`src/rtl/val2_pkg.sv`:
```
// ---------------------------------------------------------------------------
// val2_pkg
// Shared types and constants for the EXE-stage Val2 shift sequencer.
//   WIDTH     : operand width (only 32 is supported)
//   MAX_STEPS : longest shift sequence (register LSL/LSR by 33 or more)
//   CNT_W     : width of the step counter, enough to hold MAX_STEPS
//   shift_kind_e : ARM shifter kinds, encoded as instruction bits [6:5]
//   state_e      : sequencer FSM states
// ---------------------------------------------------------------------------
package val2_pkg;

  localparam int WIDTH     = 32;
  localparam int MAX_STEPS = 33;
  localparam int CNT_W     = 6;

  typedef enum logic [1:0] {
    LSL = 2'b00,
    LSR = 2'b01,
    ASR = 2'b10,
    ROR = 2'b11
  } shift_kind_e;

  typedef enum logic [1:0] {
    IDLE  = 2'b00,
    SHIFT = 2'b01,
    DONE  = 2'b10
  } state_e;

endpackage

```
`src/rtl/val2_step.sv`:
```
// ---------------------------------------------------------------------------
// val2_step
// Combinational single-bit shift/rotate of {acc, cy}.
// Ports:
//   kind     in  2      shift kind (LSL/LSR/ASR/ROR)
//   acc      in  WIDTH  current accumulator
//   cy       in  1      current carry
//   acc_next out WIDTH  accumulator after one step
//   cy_next  out 1      carry after one step (the bit shifted out)
// ---------------------------------------------------------------------------
module val2_step #(
  parameter int WIDTH = 32
) (
  input  logic [1:0]       kind,
  input  logic [WIDTH-1:0] acc,
  input  logic             cy,
  output logic [WIDTH-1:0] acc_next,
  output logic             cy_next
);
  import val2_pkg::*;

  // One-bit step; the carry is always the bit that leaves the word.
  always_comb begin
    acc_next = acc;
    cy_next  = cy;
    case (kind)
      LSL: begin
        cy_next  = acc[WIDTH-1];
        acc_next = {acc[WIDTH-2:0], 1'b0};
      end
      LSR: begin
        cy_next  = acc[0];
        acc_next = {1'b0, acc[WIDTH-1:1]};
      end
      ASR: begin
        cy_next  = acc[0];
        acc_next = {acc[WIDTH-1], acc[WIDTH-1:1]};
      end
      ROR: begin
        cy_next  = acc[0];
        acc_next = {acc[0], acc[WIDTH-1:1]};
      end
      default: begin
        acc_next = acc;
        cy_next  = cy;
      end
    endcase
  end

endmodule

```
`src/rtl/val2_seq_ctrl.sv`:
```
// ---------------------------------------------------------------------------
// val2_seq_ctrl
// Multi-cycle Val2 sequencer: resolves the shift amount of one operand
// request, then steps a one-bit shifter once per cycle, producing Val2 and
// the shifter carry-out.
// Ports:
//   clk           in  1   clock, rising edge
//   rst           in  1   asynchronous active-low reset
//   start         in  1   request valid, accepted while ready=1
//   ready         out 1   high when not shifting
//   val_rm        in  32  Rm value
//   val_rs        in  8   Rs[7:0], register shift amount
//   shift_operand in  12  instruction bits [11:0]
//   imm           in  1   rotated 8-bit immediate form
//   type_signal   in  1   memory offset form (sign-extended 12 bits)
//   reg_shift     in  1   shift amount taken from val_rs
//   c_in          in  1   current C flag
//   busy          out 1   high while shifting
//   done          out 1   one-cycle pulse, result valid
//   out           out 32  Val2, stable from done until next acceptance
//   c_out         out 1   shifter carry-out, held like out
// ---------------------------------------------------------------------------
module val2_seq_ctrl #(
  parameter int WIDTH = 32
) (
  input  logic             clk,
  input  logic             rst,
  input  logic             start,
  output logic             ready,
  input  logic [WIDTH-1:0] val_rm,
  input  logic [7:0]       val_rs,
  input  logic [11:0]      shift_operand,
  input  logic             imm,
  input  logic             type_signal,
  input  logic             reg_shift,
  input  logic             c_in,
  output logic             busy,
  output logic             done,
  output logic [WIDTH-1:0] out,
  output logic             c_out
);
  import val2_pkg::*;

  state_e           state_r, state_nxt_s;
  logic [WIDTH-1:0] acc_r, ld_acc_s, step_acc_s;
  logic             cy_r, ld_cy_s, step_cy_s;
  logic [CNT_W-1:0] cnt_r, ld_cnt_s;
  logic [1:0]       kind_r, ld_kind_s;
  logic             load_s, step_s;
  logic [4:0]       amt_s;

  assign amt_s = shift_operand[11:7];

  // Resolve initial accumulator, carry, kind and step count for a request.
  always_comb begin
    ld_acc_s  = val_rm;
    ld_cy_s   = c_in;
    ld_cnt_s  = {CNT_W{1'b0}};
    ld_kind_s = shift_operand[6:5];
    if (type_signal) begin
      ld_acc_s  = {{(WIDTH-12){shift_operand[11]}}, shift_operand};
      ld_kind_s = LSL;
    end else if (imm) begin
      // Rotate amount is twice the 4-bit field, always a ROR.
      ld_acc_s  = {{(WIDTH-8){1'b0}}, shift_operand[7:0]};
      ld_kind_s = ROR;
      ld_cnt_s  = {1'b0, shift_operand[11:8], 1'b0};
    end else if (reg_shift) begin
      if (val_rs == 8'd0) begin
        ld_cnt_s = {CNT_W{1'b0}};
      end else begin
        case (shift_operand[6:5])
          LSL, LSR: begin
            // 33 steps fully clears the word and the carry.
            ld_cnt_s = (val_rs > 8'd33) ? 6'd33 : val_rs[5:0];
          end
          ASR: begin
            // Beyond 32 the result is pure sign fill.
            ld_cnt_s = (val_rs > 8'd32) ? 6'd32 : val_rs[5:0];
          end
          ROR: begin
            if (val_rs[4:0] == 5'd0) begin
              // Multiple of 32: value unchanged, carry is the top bit.
              ld_cy_s  = val_rm[WIDTH-1];
              ld_cnt_s = {CNT_W{1'b0}};
            end else begin
              ld_cnt_s = {1'b0, val_rs[4:0]};
            end
          end
          default: ld_cnt_s = {CNT_W{1'b0}};
        endcase
      end
    end else begin
      if (amt_s == 5'd0) begin
        case (shift_operand[6:5])
          LSL:      ld_cnt_s = {CNT_W{1'b0}};
          LSR, ASR: ld_cnt_s = 6'd32;  // #0 encodes a shift of 32
          ROR: begin
            // RRX: rotate through carry by one, done at load time.
            ld_acc_s = {c_in, val_rm[WIDTH-1:1]};
            ld_cy_s  = val_rm[0];
            ld_cnt_s = {CNT_W{1'b0}};
          end
          default:  ld_cnt_s = {CNT_W{1'b0}};
        endcase
      end else begin
        ld_cnt_s = {1'b0, amt_s};
      end
    end
  end

  // Next-state logic and load/step strobes.
  always_comb begin
    state_nxt_s = state_r;
    load_s      = 1'b0;
    step_s      = 1'b0;
    case (state_r)
      IDLE, DONE: begin
        if (start) begin
          load_s      = 1'b1;
          state_nxt_s = (ld_cnt_s != {CNT_W{1'b0}}) ? SHIFT : DONE;
        end else begin
          state_nxt_s = IDLE;
        end
      end
      SHIFT: begin
        step_s = 1'b1;
        if (cnt_r == 6'd1) begin
          state_nxt_s = DONE;
        end else begin
          state_nxt_s = SHIFT;
        end
      end
      default: state_nxt_s = IDLE;
    endcase
  end

  // FSM state register.
  always_ff @(posedge clk or negedge rst) begin
    if (!rst) begin
      state_r <= IDLE;
    end else begin
      state_r <= state_nxt_s;
    end
  end

  // Accumulator, carry, step count and latched kind.
  always_ff @(posedge clk or negedge rst) begin
    if (!rst) begin
      acc_r  <= {WIDTH{1'b0}};
      cy_r   <= 1'b0;
      cnt_r  <= {CNT_W{1'b0}};
      kind_r <= 2'b00;
    end else if (load_s) begin
      acc_r  <= ld_acc_s;
      cy_r   <= ld_cy_s;
      cnt_r  <= ld_cnt_s;
      kind_r <= ld_kind_s;
    end else if (step_s) begin
      acc_r  <= step_acc_s;
      cy_r   <= step_cy_s;
      cnt_r  <= cnt_r - 6'd1;
    end else begin
      acc_r  <= acc_r;
      cy_r   <= cy_r;
      cnt_r  <= cnt_r;
      kind_r <= kind_r;
    end
  end

  val2_step #(.WIDTH(WIDTH)) u_step (
    .kind     (kind_r),
    .acc      (acc_r),
    .cy       (cy_r),
    .acc_next (step_acc_s),
    .cy_next  (step_cy_s)
  );

  assign ready = (state_r != SHIFT);
  assign busy  = (state_r == SHIFT);
  assign done  = (state_r == DONE);
  assign out   = acc_r;
  assign c_out = cy_r;

endmodule

```
`config.mk`:
```
export PLATFORM = sky130hd
export DESIGN_NAME = val2_seq_ctrl
export DESIGN_NICKNAME = d
export VERILOG_FILES = /design/src/rtl/val2_pkg.sv /design/src/rtl/val2_step.sv /design/src/rtl/val2_seq_ctrl.sv
export SDC_FILE = /design/constraint.sdc
export NUM_CORES = 1
export LEC_CHECK = 0
export ABC_AREA = 1
export CAP_MARGIN = 10
export CORE_UTILIZATION = 45
export DETAILED_ROUTE_END_ITERATION = 10
export GPL_TIMING_DRIVEN = 0
export PLACE_DENSITY = 0.75
export REMOVE_ABC_BUFFERS = 1
export SLEW_MARGIN = 20
export SYNTH_ARGS = -nofsm -noshare
export SYNTH_HDL_FRONTEND = slang
export SYNTH_SLANG_ARGS = --single-unit
export TNS_END_PERCENT = 5
```
`constraint.sdc`:
```
create_clock -name clk -period 1.9 [get_ports clk]
set_input_delay 0.19 -clock clk [delete_from_list [all_inputs] [get_ports clk]]
set_output_delay 0.19 -clock clk [all_outputs]
set_load 0.005 [all_outputs]
```
==> flow_summary.ini, run 1 <==
[timing]
setup_tns_ns = 0
drv_slew = 0
relSlewSlack_pct = 53.18
worst_slew_pin_slew_ns = 0.7016
fin_worst_skew_ns = 0.01030
finalCriticalPeriod_ns = 1.752
fin_crit_sh_pct = 92.22
max_freq_mhz = 570.7
holdWs_ns = 0.2856
finalHoldViolations = 0
rsz0062_at_grt = false
setup_violations = 0
setup_ws_ns = 0.1478

[routing]
drt-vias-per-instance = 5.493
dr.pass1.iters = 5
vias = 3845
final_antenna_net_count = 0
drc = 0
wire_per_inst_um = 14.45
wirelength_mm = 10.12
drt_iter0_drc = 220

[yosys]
yosysTopAreaCell = dfrtp_1
synth_cells = 518
ys_seq_area_share_pct = 30.70
synth_area_per_cell_um2 = 6.766
synth_area_leaders = dfrtp_1, o21ai_1, o21ai_0
ys_types = 34
synth_area_um2 = 3505
ys.flop_type = dfrtp_1
synth-edff-count = 0
yosysTopAreaCellShare_pct = 30.70
async_reset_ff_share_pct = 100.0
ys_ff_latch = 43
yosys_warnings = 0

[floorplanning]
die_area_um2 = 8145
pin_count = 95
rows = 31
die_w_um = 90.25
core_um2 = 7408
die_y_um = 90.25
start_util_pct = 47.31

[clock_network]
tritoncts = yes
cts_sinks = 43
root_buffer = clkbuf_8
clk_pin_slew_worst_paths_ns = 0.09
clk_latency_ns = 0.30
cts_max_path_buffers = 2
cts-buffers-inserted = 5
htreeDepth = 2

[global_routing]
grt_antenna_before_repair = 0
grt_pass1_wl_mm = 16.99
grt_max_degree = 70
grt_usage_pct = 25.42
grt_pass1_vias = 3497
gr-total-overflow = 0

[final_layout]
final_common_cell = clkdlybuf4s50_1
fillers = 675
final_cells = 700
final_cell_mix = clkdlybuf4s50_1, o21ai_1, nand2_1
antenna_cells = 0
seq_area_um2 = 1076
synthToLayoutAreaGrowth_pct = 33.67
final_nets = 663
multiInputGateArea_um2 = 2041
drive_above_1_share_pct = 11.48

[worst_setup_path]
path_class = reg2out
worstPathRequired_ns = 1.71
arrival_ns = 1.56
crit_path_frequent_cell = inv_2
worstSetupStartpointType = register
path_cells = inv_2 > nor2_4 > inv_2 > clkdlybuf4s50_1
r2r_cells = 7
rr_endpoint = out[17]$_DFFE_PN0P_
cp-end-kind = primary output
reg2reg_slack_ns = 0.17
critPathSlowestCell = clkdlybuf4s50_1
max_stage_delay_ns = 0.52
crit_fanout = 6
r2r-start = state_r[0]$_DFF_PN0_

[hold_path]
min_from = shift_operand[5]
hp-class = in2reg
hold_depth = 3
min_to = kind_r[0]$_DFFE_PN0P_

[pwr]
intPower_mw = 3.493
pwr-share-comb_pct = 62.9
p_leak_nw = 2.079
peakVddDrop_v = 0.0007177
clkPwrFrac_pct = 9.6
p_per_area_nw_per_um2 = 1340
total_power_mw = 6.276
switchingPower_mw = 2.783
seq_power_share_pct = 27.5
sw_frac_of_total_pct = 44.35

[status]
status = finished clean

[placement]
portBuffers = 94
place_inst = 684
pre_cts_ws_ns = -1.088
place.gp.congestion = 0.8520
dp_hpwl_mm = 7.013

[run]
maxCapViolations = 0
-- registers in the layout, indices dropped and copies added (netlist names) --
register	cells
kind_r	2
state_r	2
c_out	1
out	32
cnt_r	6
-- cell usage after synthesis, drive strengths merged (4+ instances only) --
| cell type | number |
|---|---|
| o211ai | 9 |
| buf | 17 |
| nand3 | 14 |
| inv | 76 |
| a21oi | 17 |
| nor2 | 70 |
| dfrtp | 43 |
| clkbuf | 14 |
| ha | 4 |
| o21ai | 140 |
| o22ai | 22 |
| nand2 | 77 |
| o21bai | 4 |
-- area by class of cell --
type	count	area share (%)
repair buffers	104	22.68
repair inverters	1	0.1603
flip-flops and latches	43	22.97
clock buffers	6	1.549
clock inverters	2	0.2671
well taps	99	2.644
multi-input cells	369	43.56
inverters	76	6.170
-- per-layer routing --
| metal | up-vias | track usage (%) | part of all wire [%] |
|---|---|---|---|
| li1 | 1878 | - | - |
| met1 | 1817 | 33.14 | 43 |
| met2 | 133 | 43.45 | 50 |
| met3 | 17 | 4.209 | 5.8 |
| met4 | 0 | 7.124 | 1.7 |
| met5 | - | 0 | 0 |
-- worst max-delay path: cells and delay by family (launching register included) --
family        cells  cell delay (ns)
buf+inv           3             0.79
flops             1             0.40
simple gates      1             0.06
-- worst max path at each step --
stage	startpoint	slack [ns]	to
after detailed placement	start	-1.09	out[31]$_DFFE_PN0P_
after floorplan	kind_r[0]$_DFFE_PN0P_	-0.92	out[30]$_DFFE_PN0P_
after global routing	shift_operand[11]	0.05	out[4]$_DFFE_PN0P_
after CTS	imm	-0.03	state_r[1]$_DFF_PN0_
after global placement	kind_r[0]$_DFFE_PN0P_	-2.03	out[30]$_DFFE_PN0P_
final	state_r[0]$_DFF_PN0_	0.15	ready
-- power groups by stage --
stage	Clock, mW	Sequential, mW	Combinational (mW)
after global placement	0	1.72	3.62
after floorplan	0	1.69	2.32
after global routing	0.633	1.80	4.39
final	0.600	1.73	3.95
after detailed placement	0	1.73	3.84
after CTS	0.610	1.72	3.90
-- cells by family after synthesis --
logic type,Yosys count,synth area share [%]
AOI/OAI and AO/OA,195,33.74
adders and majority gates,4,1.428
buffers and inverters,107,13.14
DFF,43,30.70
and+or+nand+nor,169,20.99
-- per-stage QoR --
step | cell area [um2] | utilization (%)
finish | 4684 | 63.23
global route | 4684 | 63.23
CTS | 4636 | 62.57
detailed placement | 4487 | 60.56
global placement | 4394 | 59.31
floorplan | 3329 | -
-- repair_timing --
action | in CTS | in global routing
hold buffers | 1 | 0
gates resized for setup | 6 | 7
hold endpoints to repair | 16 | 0
gates cloned | 2 | 0
pin swaps | 2 | 2
endpoints found under the setup margin | 43 | 36
setup buffers | 2 | 3
(Power assumes the default switching activity.)
==> inputs of run 2 (changes only) <==
--- a/config.mk
+++ b/config.mk
@@ -10,6 +10,7 @@
 export CORE_UTILIZATION = 45
 export DETAILED_ROUTE_END_ITERATION = 10
 export GPL_TIMING_DRIVEN = 0
+export MAX_ROUTING_LAYER = met4
 export PLACE_DENSITY = 0.75
 export REMOVE_ABC_BUFFERS = 1
 export SLEW_MARGIN = 20
==> flow_summary.ini, run 2 (synthesis gave the netlist of run 1 again) <==
[status]
status = finished clean

[routing]
final_antenna_net_count = 0
drt-vias-per-instance = 5.467
dr.pass1.iters = 4
wire_per_inst_um = 14.55
drc = 0
drt_iter0_drc = 236
vias = 3827
wirelength_mm = 10.18

[floorplanning]
start_util_pct = 47.31
pin_count = 95
die_area_um2 = 8145
die_w_um = 90.25
die_y_um = 90.25
rows = 31
core_um2 = 7408

[final_layout]
final_area_um2 = 4684
largest_reg_flops = 32
final_cell_mix = clkdlybuf4s50_1, o21ai_1, nand2_1
drive_above_1_share_pct = 11.48
synthToLayoutAreaGrowth_pct = 33.67
final_cells = 700
final_nets = 663
final_common_cell = clkdlybuf4s50_1
antenna_cells = 0

[pwr]
p_leak_nw = 2.079
peakVddDrop_v = 0.0007195
total_power_mw = 6.284
p_per_area_nw_per_um2 = 1341

[clock_network]
tritoncts = yes
cts_sinks = 43
clk_pin_slew_worst_paths_ns = 0.09
cts-buffers-inserted = 5
root_buffer = clkbuf_8
htreeDepth = 2
clk_latency_ns = 0.30
cts_max_path_buffers = 2

[timing]
relSlewSlack_pct = 53.46
fin_crit_sh_pct = 92.34
holdWs_ns = 0.2883
rsz0062_at_grt = false
finalHoldViolations = 0
worst_slew_pin_slew_ns = 0.6973
finalCriticalPeriod_ns = 1.755
setup_violations = 0
max_freq_mhz = 570.0
drv_slew = 0
fin_worst_skew_ns = 0.008205

[placement]
place_inst = 684
place.gp.congestion = 0.8655
portBuffers = 94
dp_hpwl_mm = 7.013
placedInstanceArea_um2 = 4487

[global_routing]
grt_max_degree = 70
grt_usage_pct = 26.14
grt_util_met1_pct = 33.03
grt_antenna_before_repair = 0
grt.met2_usage_pct = 43.51
grt_pass1_wl_mm = 16.97
gr-total-overflow = 0
grtUsageMet3_pct = 4.209
grt-busiest-layer = met2
grt_pass1_vias = 3504

[worst_setup_path]
cp-end-kind = primary output
crit_fanout = 6
cp-startpoint = state_r[0]$_DFF_PN0_
r2r-start = state_r[0]$_DFF_PN0_
worstSetupStartpointType = register
path_class = reg2out
worstPathRequired_ns = 1.71
arrival_ns = 1.56

[run]
maxCapViolations = 0

[hold_path]
min_from = shift_operand[5]
hp-class = in2reg
## run 2: cell counts in the layout (fill, tap and decap cells not counted)
Identical to the previous run, type by type.
## run 2: layer usage
layer | wire [um] | vias up
met4 | 163 | 0
met1 | 4435 | 1803
met2 | 5000 | 126
li1 | - | 1881
met3 | 584 | 17
met5 | 0 | -
## run 2: per-stage QoR
stage | TNS (ns) | setup slack (ns) | util (%)
floorplan | -20.01 | -0.9179 | -
global placement | -90.71 | -2.029 | 59.31
detailed placement | -38.66 | -1.088 | 60.56
CTS | -0.04435 | -0.03034 | 62.57
global route | 0 | 0.05106 | 63.23
finish | 0 | 0.1455 | 63.23
## run 2: final timing paths
path                                    endpoint  slack [ns]  depth (start not counted)
max in group asynchronous    out[29]$_DFFE_PN0P_        1.02                          3
setup reg to reg             out[17]$_DFFE_PN0P_        0.17                          7
hold / removal             kind_r[0]$_DFFE_PN0P_        0.29                          3
hold reg to reg             cnt_r[1]$_DFFE_PN0P_        0.51                          2
min in group asynchronous   cnt_r[3]$_DFFE_PN0P_        0.36                          2
setup / recovery                           ready        0.15                          4
## run 2: what timing repair did
item,in CTS,in global routing
endpoints found under the setup margin,43,35
resized for setup,6,7
hold endpoints to repair,16,0
gates cloned,2,0
hold buffers,1,0
pin swaps,2,2
buffers inserted,2,3
## run 2: final cells by class
class | instances | area, um2
Timing Repair inverter | 1 | 7.507
Fill cell | 675 | 2724
Clock inverter | 2 | 12.51
Sequential cell | 43 | 1076
Clock buffer | 6 | 72.57
Multi-Input combinational cell | 369 | 2041
Tap cell | 99 | 123.9
Inverter | 76 | 289.0
Timing Repair Buffer | 104 | 1062
## run 2: power by group
part | internal [mW] | switching, mW | leakage [nW]
registers | 1.38 | 0.352 | 0.534
logic | 1.86 | 2.10 | 1.50
clock network | 0.258 | 0.339 | 0.0412
total | 3.49 | 2.79 | 2.08
## run 2: critical path, cell delays in order, from the launching register on
cell	delay, ns
dfrtp_1	0.40
inv_2	0.13
nor2_4	0.06
inv_2	0.14
clkdlybuf4s50_1	0.52
==> inputs of run 3 (changes only) <==
--- a/config.mk
+++ b/config.mk
@@ -13,7 +13,7 @@
 export MAX_ROUTING_LAYER = met4
 export PLACE_DENSITY = 0.75
 export REMOVE_ABC_BUFFERS = 1
-export SLEW_MARGIN = 20
+export SLEW_MARGIN = 30
 export SYNTH_ARGS = -nofsm -noshare
 export SYNTH_HDL_FRONTEND = slang
 export SYNTH_SLANG_ARGS = --single-unit
==> flow_summary.ini, run 3 (synthesis gave the netlist of run 1 again) <==
[placement]
pre_cts_ws_ns = -0.5882
dp_hpwl_mm = 7.010
place.gp.congestion = 0.8655
place_inst = 684
portBuffers = 94

[status]
failed_checks = setup timing
status = complete, but fails checks

[floorplanning]
start_util_pct = 47.31
rows = 31
die_area_um2 = 8145
pin_count = 95
core_um2 = 7408
die_y_um = 90.25
die_w_um = 90.25

[final_layout]
fillers = 695
final_cells = 698
final_nets = 661
final_cell_mix = clkdlybuf4s50_1, o21ai_1, nand2_1
drive_above_1_share_pct = 10.85
antenna_cells = 0
largest_reg_flops = 32
final_common_cell = clkdlybuf4s50_1
synthToLayoutAreaGrowth_pct = 33.38

[worst_setup_path]
cp_num_buf_inv = 2
crit_fanout = 32
path_cells = nor2_4 > buf_16 > inv_1 > nand2_1 > o21ai_0 > o21ai_0 > o22ai_2
r2r_cells = 7
worstPathRequired_ns = 2.08
worstSetupStartpointType = register
critPathSlowestCell = dfrtp_1
path_class = reg2reg
rr_endpoint = out[30]$_DFFE_PN0P_
crit_family = simple AND/OR/NAND/NOR gates
r2r-start = kind_r[0]$_DFFE_PN0P_
arrival_ns = 2.09
reg2reg_slack_ns = -0.01
max_stage_delay_ns = 0.45
cp-end-kind = register
crit_path_frequent_cell = o21ai_0

[timing]
max_freq_mhz = 523.0
drv_slew = 0
setup_ws_ns = -0.01196
finalHoldViolations = 0
worst_slew_pin_slew_ns = 0.5958
rsz0062_at_grt = true
finalCriticalPeriod_ns = 1.912
fin_crit_sh_pct = 100.6
setup_violations = 1
relSlewSlack_pct = 60.28
fin_worst_skew_ns = 0.005970

[routing]
drt_iter0_drc = 307
vias = 3793
final_antenna_net_count = 0
drc = 0
wirelength_mm = 10.11
dr.pass1.iters = 5
drt-vias-per-instance = 5.434
wire_per_inst_um = 14.48

[clock_network]
cts_max_path_buffers = 2
root_buffer = clkbuf_8
clk_latency_ns = 0.30
clk_pin_slew_worst_paths_ns = 0.09
htreeDepth = 2
cts_sinks = 43
cts-buffers-inserted = 5
tritoncts = yes

[global_routing]
grt_usage_pct = 25.71
grt_antenna_before_repair = 0
gr-total-overflow = 0
grt_pass1_vias = 3543
grt_max_degree = 70
grt_pass1_wl_mm = 16.78

[pwr]
p_leak_nw = 2.052
p_per_area_nw_per_um2 = 1343
total_power_mw = 6.279
peakVddDrop_v = 0.0005735

[hold_path]
hp-class = in2async

[run]
maxCapViolations = 0
==> run 3: layer usage <==
layer | share of wire, % | routed length, um | vias to the layer above | track usage, %
met5 | 0 | 0 | - | -
met4 | 1.9 | 193 | 0 | 7.392
met3 | 4.9 | 491 | 20 | 3.620
met2 | 50 | 5035 | 121 | 43.19
met1 | 43 | 4384 | 1776 | 32.32
li1 | - | - | 1876 | -
==> run 3: cell type report <==
class,instances,area [um2],share of cell area [%]
Multi-Input combinational cell,368,2038,43.60
Inverter,76,289.0,6.183
Timing Repair Buffer,103,1055,22.56
Timing Repair inverter,1,7.507,0.1606
Clock buffer,6,72.57,1.552
Tap cell,99,123.9,2.650
Sequential cell,43,1076,23.02
Clock inverter,2,12.51,0.2677
==> run 3: worst max-delay path by stage <==
stage                     slack [ns]                  end  cells after the start                  start
after detailed placement       -0.59  out[27]$_DFFE_PN0P_                      5                  start
after CTS                     -0.003  out[30]$_DFFE_PN0P_                      7  kind_r[0]$_DFFE_PN0P_
final                          -0.01  out[30]$_DFFE_PN0P_                      7  kind_r[0]$_DFFE_PN0P_
after global routing           -0.14  out[30]$_DFFE_PN0P_                      7  kind_r[0]$_DFFE_PN0P_
after global placement         -2.03  out[30]$_DFFE_PN0P_                      5  kind_r[0]$_DFFE_PN0P_
after floorplan                -0.92  out[30]$_DFFE_PN0P_                      6  kind_r[0]$_DFFE_PN0P_
==> run 3: repair_timing <==
item / CTS / global route
gates cloned: 1 / 0
endpoints found under the setup margin: 42 / 35
gates resized for setup: 6 / 4
pin swaps: 1 / 0
hold endpoints to repair: 43 / 0
hold buffers: 1 / 0
buffers inserted: 2 / 2
==> run 3: power by group <==
group          switching [mW]  internal [mW]  total [mW]  leakage, nW
Sequential              0.350           1.38        1.73        0.534
Combinational            2.10           1.85        3.96         1.48
Clock                   0.338          0.258       0.595       0.0412
Total                    2.79           3.49        6.28         2.05
==> run 3: metrics by stage <==
step	hold slack [ns]	setup TNS [ns]	instance area [um2]	util (%)
after floorplan	-0.1056	-20.01	3329	-
after global placement	0.4794	-90.71	4394	59.31
after detailed placement	0.2332	-21.29	4496	60.68
after CTS	0.3991	-0.002810	4634	62.56
after global routing	0.4393	-0.7812	4674	63.10
final	0.4173	-0.01196	4674	63.10
